$ cat src/rtl/birth_digit_sequencer.sv
// birth_digit_sequencer
// Drives the birthday digit generator's index, captures the eight returned
// BCD digits into a buffer, then scans the buffer onto a multiplexed,
// active-low-anode 7-segment display.
// Optional build macro: LEADING_ZERO_BLANK_EN blanks leading zero positions
// (the rightmost position is always shown).

module birth_digit_sequencer #(
    parameter int DIGITS   = 8,
    parameter int SCAN_DIV = 4
) (
    input  logic              CLK,
    input  logic              RST_N,
    input  logic              start,
    output logic [2:0]        idx,
    input  logic [3:0]        digit_in,
    output logic              busy,
    output logic              done,
    output logic              err,
    output logic [6:0]        seg,
    output logic [DIGITS-1:0] an
);

    typedef enum logic [1:0] {
        IDLE,
        FETCH,
        CAPTURE,
        SCAN
    } state_t;

    localparam logic [2:0]        LAST_IDX = 3'(DIGITS - 1);
    localparam logic [7:0]        DIV_LAST = 8'(SCAN_DIV - 1);
    localparam logic [DIGITS-1:0] AN_ONE   = DIGITS'(1);

    state_t     state;
    state_t     next_state;
    logic [3:0] digit_buf [DIGITS];
    logic [2:0] pos;
    logic [7:0] cnt;

    // Seven-segment pattern {a,b,c,d,e,f,g}; the 4'hF error marker shows a dash
    function automatic logic [6:0] decode(input logic [3:0] d);
        case (d)
            4'd0:    decode = 7'b1111110;
            4'd1:    decode = 7'b0110000;
            4'd2:    decode = 7'b1101101;
            4'd3:    decode = 7'b1111001;
            4'd4:    decode = 7'b0110011;
            4'd5:    decode = 7'b1011011;
            4'd6:    decode = 7'b1011111;
            4'd7:    decode = 7'b1110000;
            4'd8:    decode = 7'b1111111;
            4'd9:    decode = 7'b1111011;
            default: decode = 7'b0000001;
        endcase
    endfunction

    // State register
    always_ff @(posedge CLK or negedge RST_N) begin
        if (!RST_N) begin
            state <= IDLE;
        end else begin
            state <= next_state;
        end
    end

    // Next-state logic: start is only honoured when idle or scanning
    always_comb begin
        next_state = state;
        case (state)
            IDLE:    if (start) next_state = FETCH;
            FETCH:   next_state = CAPTURE;
            CAPTURE: next_state = (idx == LAST_IDX) ? SCAN : FETCH;
            SCAN:    if (start) next_state = FETCH;
            default: next_state = IDLE;
        endcase
    end

    // Load datapath, status flags and scan position/divider
    always_ff @(posedge CLK or negedge RST_N) begin
        if (!RST_N) begin
            idx  <= '0;
            busy <= 1'b0;
            done <= 1'b0;
            err  <= 1'b0;
            pos  <= '0;
            cnt  <= '0;
            for (int i = 0; i < DIGITS; i++) begin
                digit_buf[i] <= '0;
            end
        end else begin
            done <= 1'b0;
            case (state)
                IDLE: begin
                    if (start) begin
                        idx  <= '0;
                        busy <= 1'b1;
                        err  <= 1'b0;
                    end
                end
                CAPTURE: begin
                    if (digit_in <= 4'd9) begin
                        digit_buf[idx] <= digit_in;
                    end else begin
                        digit_buf[idx] <= 4'hF;
                        err            <= 1'b1;
                    end
                    if (idx == LAST_IDX) begin
                        busy <= 1'b0;
                        done <= 1'b1;
                        pos  <= '0;
                        cnt  <= '0;
                    end else begin
                        idx <= idx + 3'd1;
                    end
                end
                SCAN: begin
                    if (start) begin
                        idx  <= '0;
                        busy <= 1'b1;
                        err  <= 1'b0;
                    end else if (cnt == DIV_LAST) begin
                        cnt <= '0;
                        pos <= (pos == LAST_IDX) ? 3'd0 : pos + 3'd1;
                    end else begin
                        cnt <= cnt + 8'd1;
                    end
                end
                default: ;
            endcase
        end
    end

`ifdef LEADING_ZERO_BLANK_EN
    logic lead_zero;

    // A position is a leading zero when it and everything to its left is zero
    always_comb begin
        lead_zero = 1'b1;
        for (int q = 0; q < DIGITS; q++) begin
            if (q <= int'(pos) && digit_buf[q] != 4'd0) begin
                lead_zero = 1'b0;
            end
        end
        if (pos == LAST_IDX) begin
            lead_zero = 1'b0;
        end
    end
`endif

    // Display drive: blank outside SCAN, otherwise enable the current position
    always_comb begin
        seg = 7'b0000000;
        an  = '1;
        if (state == SCAN) begin
`ifdef LEADING_ZERO_BLANK_EN
            if (!lead_zero) begin
                seg = decode(digit_buf[pos]);
                an  = ~(AN_ONE << pos);
            end
`else
            seg = decode(digit_buf[pos]);
            an  = ~(AN_ONE << pos);
`endif
        end
    end

endmodule

$ cat config.mk
export PLATFORM = sky130hd
export DESIGN_NAME = birth_digit_sequencer
export DESIGN_NICKNAME = d
export VERILOG_FILES = /design/src/rtl/birth_digit_sequencer.sv
export SDC_FILE = /design/constraint.sdc
export NUM_CORES = 1
export LEC_CHECK = 0
export CAP_MARGIN = 10
export CORE_ASPECT_RATIO = 1.1
export CORE_MARGIN = 5
export CORE_UTILIZATION = 57
export CTS_CLUSTER_DIAMETER = 80
export DETAILED_ROUTE_END_ITERATION = 8
export PLACE_DENSITY_LB_ADDON = 0.05
export SYNTH_ARGS = -nofsm -noshare
export SYNTH_HDL_FRONTEND = slang
export SYNTH_SLANG_ARGS = --single-unit
$ cat constraint.sdc
create_clock -name CLK -period 4 [get_ports CLK]
set_clock_uncertainty 0.15 [all_clocks]
set_input_delay 1.2 -clock CLK [delete_from_list [all_inputs] [get_ports CLK]]
set_output_delay 1.2 -clock CLK [all_outputs]
set_load 0.01 [all_outputs]
**Yosys cells after proc, flatten, opt, wreduce, memory -nomap -nowiden**

Memories as Yosys holds them, arrays and structs flattened.
Index checks and enable logic that the tools add are counted.

- Bits in registers: 51
- Bits in read-only memories: 112
- Input port bits: 7
- Output and inout port bits: 21
- Logic and storage cells: 82
- Memories: 1

- Add/subtract/negate cells: 3
- Order comparisons: 4
- Equality and inequality tests: 12
- Shifts and indexed selects: 1
- Multiplexer cells: 32
- Bitwise logic cells: 4
- Reduce and logical (&&, ||, !) cells: 10

Memories:

| name | words | width | rd ports | clocked after memory_dff | write ports | line | text |
|---|---|---|---|---|---|---|---|
| (name not given) | 16 | 7 | 1 | 0 | 0 | 43 | `case (d)` |

Operators by type and width:

| operator | number |
|---|---|
| bitwise mux 32 bit | 1 |
| two-way mux 32 bit | 1 |
| two-way mux 8 bit | 4 |
| OR 32 bit | 1 |
| two-way mux 3 bit | 6 |
| case mux 8 bit (2 select lines) | 1 |
| binary-select mux 4 bit (select 3 bit) | 1 |
| demux 4 bit (select 3 bit) | 1 |
| two-way mux 4 bit | 3 |
| case mux 3 bit (2 select lines) | 2 |
| AND reduction 3 bit | 4 |
| != test 2 bit (second input constant) | 5 |
| adder 8 x 1 -> 8 bit (second input constant) | 1 |
| == test 8 x 2 -> 1 bit (second input constant) | 1 |
| greater-or-equal comparator 4 bit (second input constant) | 2 |
| NOT 3 -> 4 bit | 2 |
| NOT 8 bit | 1 |
| << shifter 1 x 3 -> 8 bit (first input constant) | 1 |
| two-way mux 7 bit | 1 |
| adder 3 x 1 -> 3 bit (second input constant) | 2 |
| == test 3 bit (second input constant) | 2 |
| two-way mux 1 bit | 6 |
| case mux 2 bit (3 select lines) | 1 |
| == test 2 bit (second input constant) | 2 |
| 11 further kinds | 14 |

**Logic depth before layout (Yosys ltp)**

Gate-level depths: netlist of run 1.

- Word-level depth: 7
- Gate-level depth with buffers: 8
- Depth with buffers taken out: 7

**Least setup slack after synthesis of run 1**

No wires, ideal clock.

- Path type: register to output
- From: register pos[0]
- To: output port seg[3]
- Data arrival time: 2.167 ns
- Data required time: 2.650 ns
- Setup slack: 0.483 ns
- Stages on the path, launching flop included: 8
- Path buffers: 1
- Cells stage by stage: dfrtp_1 > buf_6 > mux4_1 > mux2i_1 > inv_1 > ha_1 > mux2_2 > o21ai_1

- Cells in the longest elaborated chain, start to end: 6

RTL lines:

| item | line | text |
|---|---|---|
| start: declaration | 38 | `logic [2:0] pos;` |
| start signal: assignment | 124 | `pos <= (pos == LAST_IDX) ? 3'd0 : pos + 3'd1;` |
| NOT 3 -> 4 bit (not written as such) | 162 | `seg = decode(digit_buf[pos]);` |
| binary-select mux 4 bit (select 3 bit) | 162 |  |
| two-way mux 4 bit (not written as such) (2 in a row) | 162 |  |
| memory (16 x 7 bit) | - |  |
| two-way mux 7 bit | 155 | `if (state == SCAN) begin` |
| end: declaration | 20 | `output logic [6:0] seg,` |

Every way passes these cells. The select of a mux whose other input is x is not followed.

**Final worst setup path of run 1**

Same ends and word-level chain as after synthesis.

==> flow_summary.json, run 1 <==
{
  "routedWlPerCell_um": 16.1,
  "diodes": 0,
  "wl_um": 5830,
  "cts_made_buffers": 5,
  "grt_overflow": 0,
  "cts_tree": "yes",
  "core_area_um2": 4970,
  "clock-sinks": 51,
  "status": "finished, final reports clean",
  "yosys_warnings": 0,
  "ys_seq_area_frac": 0.441,
  "grtUsageTotal": 0.192,
  "crit_type": "flop to output port",
  "finalSetupViolations": 0,
  "hp-class": "flop to flop",
  "p_leak_nw": 1.46,
  "regToRegSetupSlack_ps": 1450,
  "die_w_um": 77.9,
  "clock-root-buffer": "clkbuf_8",
  "area_delta_synth_final_pct": 16.9,
  "boundaryPins": 28,
  "ys_types": 47,
  "drc": 0,
  "htreeDepth": 2,
  "hpwlAfterDp_um": 4300,
  "netlist_area_um2": 2890,
  "start_util": 0.583,
  "die_area_um2": 6600,
  "r2r_cells": 6,
  "synth_top_area_cell": "dfrtp_1",
  "drv_slew": 0,
  "rows": 27,
  "tns_ps": 0,
  "grt_pass1_wl_um": 10200,
  "p_per_area_nw_per_um2": 654,
  "syn-instance-count": 267,
  "cp-start-kind": "flop",
  "die_h_um": 84.7,
  "vdd_ir_drop_max_mv": 0.294,
  "endpoint_kind": "output port",
  "crit_fanout": 5,
  "r2r-start": "idx[0]$_DFFE_PN0P_",
  "first_pass_iters": 5,
  "vias_per_cell": 5.84,
  "drtIter0Drc": 66,
  "ys_top_cells_by_area": "dfrtp_1, ha_1, mux4_1",
  "timing.final.crit_share": 0.962,
  "path_clk_slew_ps": 80,
  "avgSynthCellArea_um2": 10.8,
  "antenna_found_initial": 0,
  "synthDominantCellAreaShare": 0.441,
  "finalPower_mw": 2.21,
  "fmaxAchievable_ghz": 0.260,
  "reg2reg_to": "cnt[7]$_DFFE_PN0P_",
  "clockBufferDepth": 2,
  "cap_violations": 0,
  "drive_above_1_share": 0.162,
  "synth_edf_count": 0,
  "min_period_ps": 3850,
  "synth_flop_cell": "dfrtp_1",
  "ant_nets": 0,
  "vias": 2109,
  "grt_max_degree": 31,
  "hp-start": "digit_buf[10]$_DFFE_PN0P_",
  "worst_slew_pin_slew_ps": 696,
  "crit_required_ps": 2650,
  "arrival_ps": 2500,
  "hold_path_end": "digit_buf[10]$_DFFE_PN0P_",
  "hold_depth": 2,
  "final_nets": 327,
  "postCtsHoldBufs": 0,
  "rsz0062_at_grt": "no",
  "hold_viol": 0,
  "syn_nets": 292,
  "synth-seq-cells": 51,
  "async_flop_share": 1.00,
  "synth_most_common_cell": "dfrtp_1",
  "relSlewSlack": 0.533,
  "grt_pass1_vias": 2052,
  "io_buffers": 27,
  "synthTopCellsByCount": "dfrtp_1, nand2_1, a21oi_1",
  "gp_congestion": 0.815,
  "clk_latency_ps": 300
}
-- area by class of cell --
type,instances,area [µm²]
Multi-Input combinational cell,193,1510
Sequential cell,51,1280
Clock buffer,6,82.6
Fill cell,381,1580
Timing Repair Buffer,39,354
Tap cell,58,72.6
Clock inverter,2,38.8
Inverter,12,45.0
-- sequential cells by signal (all words and copies together), names as in the netlist --
name,cells
digit_buf,32
idx,3
state,2
busy,1
done,1
cnt,8
pos,3
err,1
-- kinds of logic (layout without fill, tap and decap cells) --
| family | after synthesis | after routing | synth area share |
|---|---|---|---|
| AO/OA/AOI/OAI | 65 | 65 | 0.136 |
| multiplexers | 29 | 29 | 0.157 |
| buffers and inverters | 23 | 59 | 0.0368 |
| AND/OR/NAND/NOR | 79 | 79 | 0.146 |
| adder cells (fa/ha/maj) | 18 | 18 | 0.0779 |
| XOR/XNOR | 2 | 2 | 0.00606 |
| flip-flops | 51 | 51 | 0.441 |
-- per-stage QoR --
stage               std cells  setup WS (ps)  instance area, µm²   util  hold WS, ps
floorplan                 267            483                2890      -          292
global placement          351            193                3240  0.653          313
global route              361           14.1                3380  0.681          376
finish                    361            151                3380  0.681          335
CTS                       361           31.7                3380  0.680          345
detailed placement        351            118                3240  0.653          325
-- worst max path at each step --
stage	slack, ps	start	cells after the start	end
after floorplan	480	pos[0]$_DFFE_PN0P_	7	seg[3]
after global placement	190	pos[0]$_DFFE_PN0P_	8	seg[3]
after detailed placement	120	pos[0]$_DFFE_PN0P_	8	seg[3]
after CTS	30	pos[0]$_DFFE_PN0P_	8	seg[2]
after global routing	10	pos[0]$_DFFE_PN0P_	7	seg[6]
final	150	pos[0]$_DFFE_PN0P_	8	seg[3]
-- where the power goes --
part | leakage (nW) | internal, mW | total [mW] | switching [mW]
logic | 0.833 | 0.537 | 1.11 | 0.571
clock network | 0.0618 | 0.206 | 0.378 | 0.172
registers | 0.566 | 0.626 | 0.726 | 0.0996
total | 1.46 | 1.37 | 2.21 | 0.843
-- cells in the final DEF, fill, tap and decap left out, types with 2 or more instances in the layout --
cell and count:
o31ai_1 2, buf_4 11, dfrtp_2 2, clkdlybuf4s50_1 19, nor2_1 16, clkbuf_8 6, o21ai_1 4, inv_1 11
mux4_1 4, dfrtp_1 49, nand2b_1 3, ha_1 18, o21a_1 2, a21oi_1 22, nor2b_1 2, nor3b_2 2
mux4_2 4, nand4b_1 4, o21ai_0 20, or4_1 3, dlygate4sd2_1 6, mux2i_4 2, nand2_1 26, nand3_1 11
nand4_1 3, a22o_1 6, a2111oi_0 2, mux2_2 11, xnor2_1 2, mux2i_1 6
-- metal layers --
metal  vias up  track usage  routed length [µm]
met5         -            0                   0
met4         0       0.0507                  74
met3         6       0.0322                 233
met2        39        0.304                2770
met1      1020        0.274                2750
li1       1044            -                   -
-- worst max-delay path: stages (launching register included) --
cell           delay (ps)
dfrtp_2               430
mux4_1                590
mux2i_2               200
buf_4                 170
ha_1                  130
inv_1                  40
mux2_2                250
o21ai_1               110
dlygate4sd2_1         280
-- what timing repair did --
item | 4_1_cts | 5_1_grt
setup endpoints to repair | 7 | 3
resized for setup | 10 | 2
buffers inserted | 2 | 0
No activity file was read; power rests on OpenSTA's default activity.
==> run 2: changes to the inputs <==
--- a/config.mk
+++ b/config.mk
@@ -11,7 +11,8 @@
 export CORE_UTILIZATION = 57
 export CTS_CLUSTER_DIAMETER = 80
 export DETAILED_ROUTE_END_ITERATION = 8
-export PLACE_DENSITY_LB_ADDON = 0.05
+export PLACE_DENSITY_LB_ADDON = 0.2
+export SLEW_MARGIN = 0
 export SYNTH_ARGS = -nofsm -noshare
 export SYNTH_HDL_FRONTEND = slang
 export SYNTH_SLANG_ARGS = --single-unit
==> flow_summary.json, run 2 (same netlist as run 1, synthesis figures left out) <==
{
  "status": "finished, final reports clean",
  "setup_slack_ps": 143,
  "hpwlAfterDp_um": 4160,
  "diodes": 0,
  "drv_slew": 0,
  "cts_tree": "yes",
  "hold_depth": 2,
  "antenna_found_initial": 0,
  "die_h_um": 84.7,
  "wl_um": 5870,
  "r2r-start": "idx[0]$_DFFE_PN0P_",
  "endpoint_kind": "output port",
  "vdd_ir_drop_max_mv": 0.253,
  "min_period_ps": 3860,
  "grt_overflow": 0,
  "dpl_worst_slack_ps": 109,
  "dp.cells": 348,
  "clock-sinks": 51,
  "hold_path_end": "digit_buf[0]$_DFFE_PN0P_",
  "vias_per_cell": 5.89,
  "arrival_ps": 2510,
  "path_clk_slew_ps": 90,
  "cp_cell_sequence": "buf_6 -> mux4_2 -> mux2i_4 -> buf_4 -> mux2_2 -> o21ai_1 -> dlygate4sd2_1",
  "final_common_cell": "dfrtp_1",
  "first_pass_iters": 4,
  "cts_made_buffers": 5,
  "area_delta_synth_final_pct": 17.2,
  "reg_top3": "digit_buf x32, cnt x8",
  "gp_congestion": 0.834,
  "p_per_area_nw_per_um2": 652,
  "vias": 2126,
  "final_cell_mix": "dfrtp_1, nand2_1, a21oi_1, o21ai_0, clkdlybuf4s50_1",
  "hp-start": "digit_buf[0]$_DFFE_PN0P_",
  "fmaxAchievable_ghz": 0.259,
  "crit_required_ps": 2650,
  "cp-start-kind": "flop",
  "postLayoutCellArea_um2": 3390,
  "worst_slew_pin_slew_ps": 836,
  "grt_pass1_wl_um": 10100,
  "relSlewSlack": 0.439,
  "die_w_um": 77.9,
  "routedWlPerCell_um": 16.3,
  "cp_num_buf_inv": 3,
  "final_core_util": 0.683,
  "tns_ps": 0,
  "timing.final.crit_share": 0.964,
  "placed_cell_area_um2": 3220,
  "core_area_um2": 4970,
  "rows": 27,
  "grt_max_degree": 52,
  "boundaryPins": 28,
  "crit_fanout": 6,
  "finalHoldWorstSlack_ps": 338,
  "p_leak_nw": 1.50,
  "grtUsageTotal": 0.186,
  "clock-root-buffer": "clkbuf_8",
  "clockBufferDepth": 2,
  "die_area_um2": 6600,
  "drive_above_1_share": 0.165,
  "crit_family": "multiplexers",
  "cap_violations": 0,
  "drtIter0Drc": 98,
  "regToRegSetupSlack_ps": 1520,
  "largest_register_ffs": 32,
  "final_nets": 328,
  "nFillCells": 396,
  "hp-class": "flop to flop",
  "start_util": 0.583,
  "htreeDepth": 2,
  "top_register": "digit_buf",
  "r2r_cells": 6,
  "ant_nets": 0,
  "drc": 0,
  "clk_latency_ps": 290,
  "stdcell_count": 361,
  "reg2reg_to": "cnt[7]$_DFFE_PN0P_",
  "hold_viol": 0,
  "io_buffers": 27,
  "finalPower_mw": 2.21,
  "crit_type": "flop to output port",
  "crit_slowest_cell": "mux4_2",
  "grt_pass1_vias": 2058,
  "crit_path_max_incr_delay_ps": 550,
  "finalSetupViolations": 0
}
## run 2: changes by cell type in the layout (fill, tap and decap cells not counted), moves of 2 or more
cell / delta
dlygate4sd2_1: -3
dlymetal6s2s_1: +3
mux4_1: -2
mux4_2: +2
## run 2: how the worst max path moves through the flow
stage                       start      to  slack (ps)  cells after the start
5_1_grt        pos[0]$_DFFE_PN0P_  seg[6]          -8                      7
6_report       pos[0]$_DFFE_PN0P_  seg[6]         140                      7
3_5_place_dp   pos[0]$_DFFE_PN0P_  seg[3]         110                      8
2_1_floorplan  pos[0]$_DFFE_PN0P_  seg[3]         480                      7
3_3_place_gp   pos[0]$_DFFE_PN0P_  seg[3]         180                      8
4_1_cts        pos[0]$_DFFE_PN0P_  seg[0]         0.4                      7
## run 2: final cells by class
| type | instances | area (µm²) | share of cell area |
|---|---|---|---|
| multi-input combinational | 193 | 1500 | 0.442 |
| sequential | 51 | 1280 | 0.377 |
| timing repair buffer | 40 | 389 | 0.115 |
| tap | 58 | 72.6 | 0.0214 |
| clock buffer | 5 | 68.8 | 0.0203 |
| inverter | 12 | 45.0 | 0.0133 |
| clock inverter | 2 | 37.5 | 0.0111 |
## run 2: timing repair
action / in CTS / in global routing
gates resized for setup: 6 / 8
setup endpoints to repair: 7 / 5
setup buffers: 4 / 1
hold buffers: 0 / 0
## run 2: tightest hold or removal path, cell delays in order (launching register included)
cell and delay, ps:
dfrtp_1 350, nand2_1 40, o21ai_0 60
## run 2: per-layer routing
layer  vias to the layer above  wire length, µm  GRT usage
met5                         -                0          0
met4                         0               54     0.0399
met3                         4              219     0.0300
met2                        40             2820      0.297
met1                      1048             2770      0.269
li1                       1034                -          -
## run 2: report_power, final
group	switching [mW]	internal (mW)	leakage [nW]
combinational	0.572	0.562	0.883
clock	0.162	0.183	0.0502
sequential	0.105	0.626	0.566
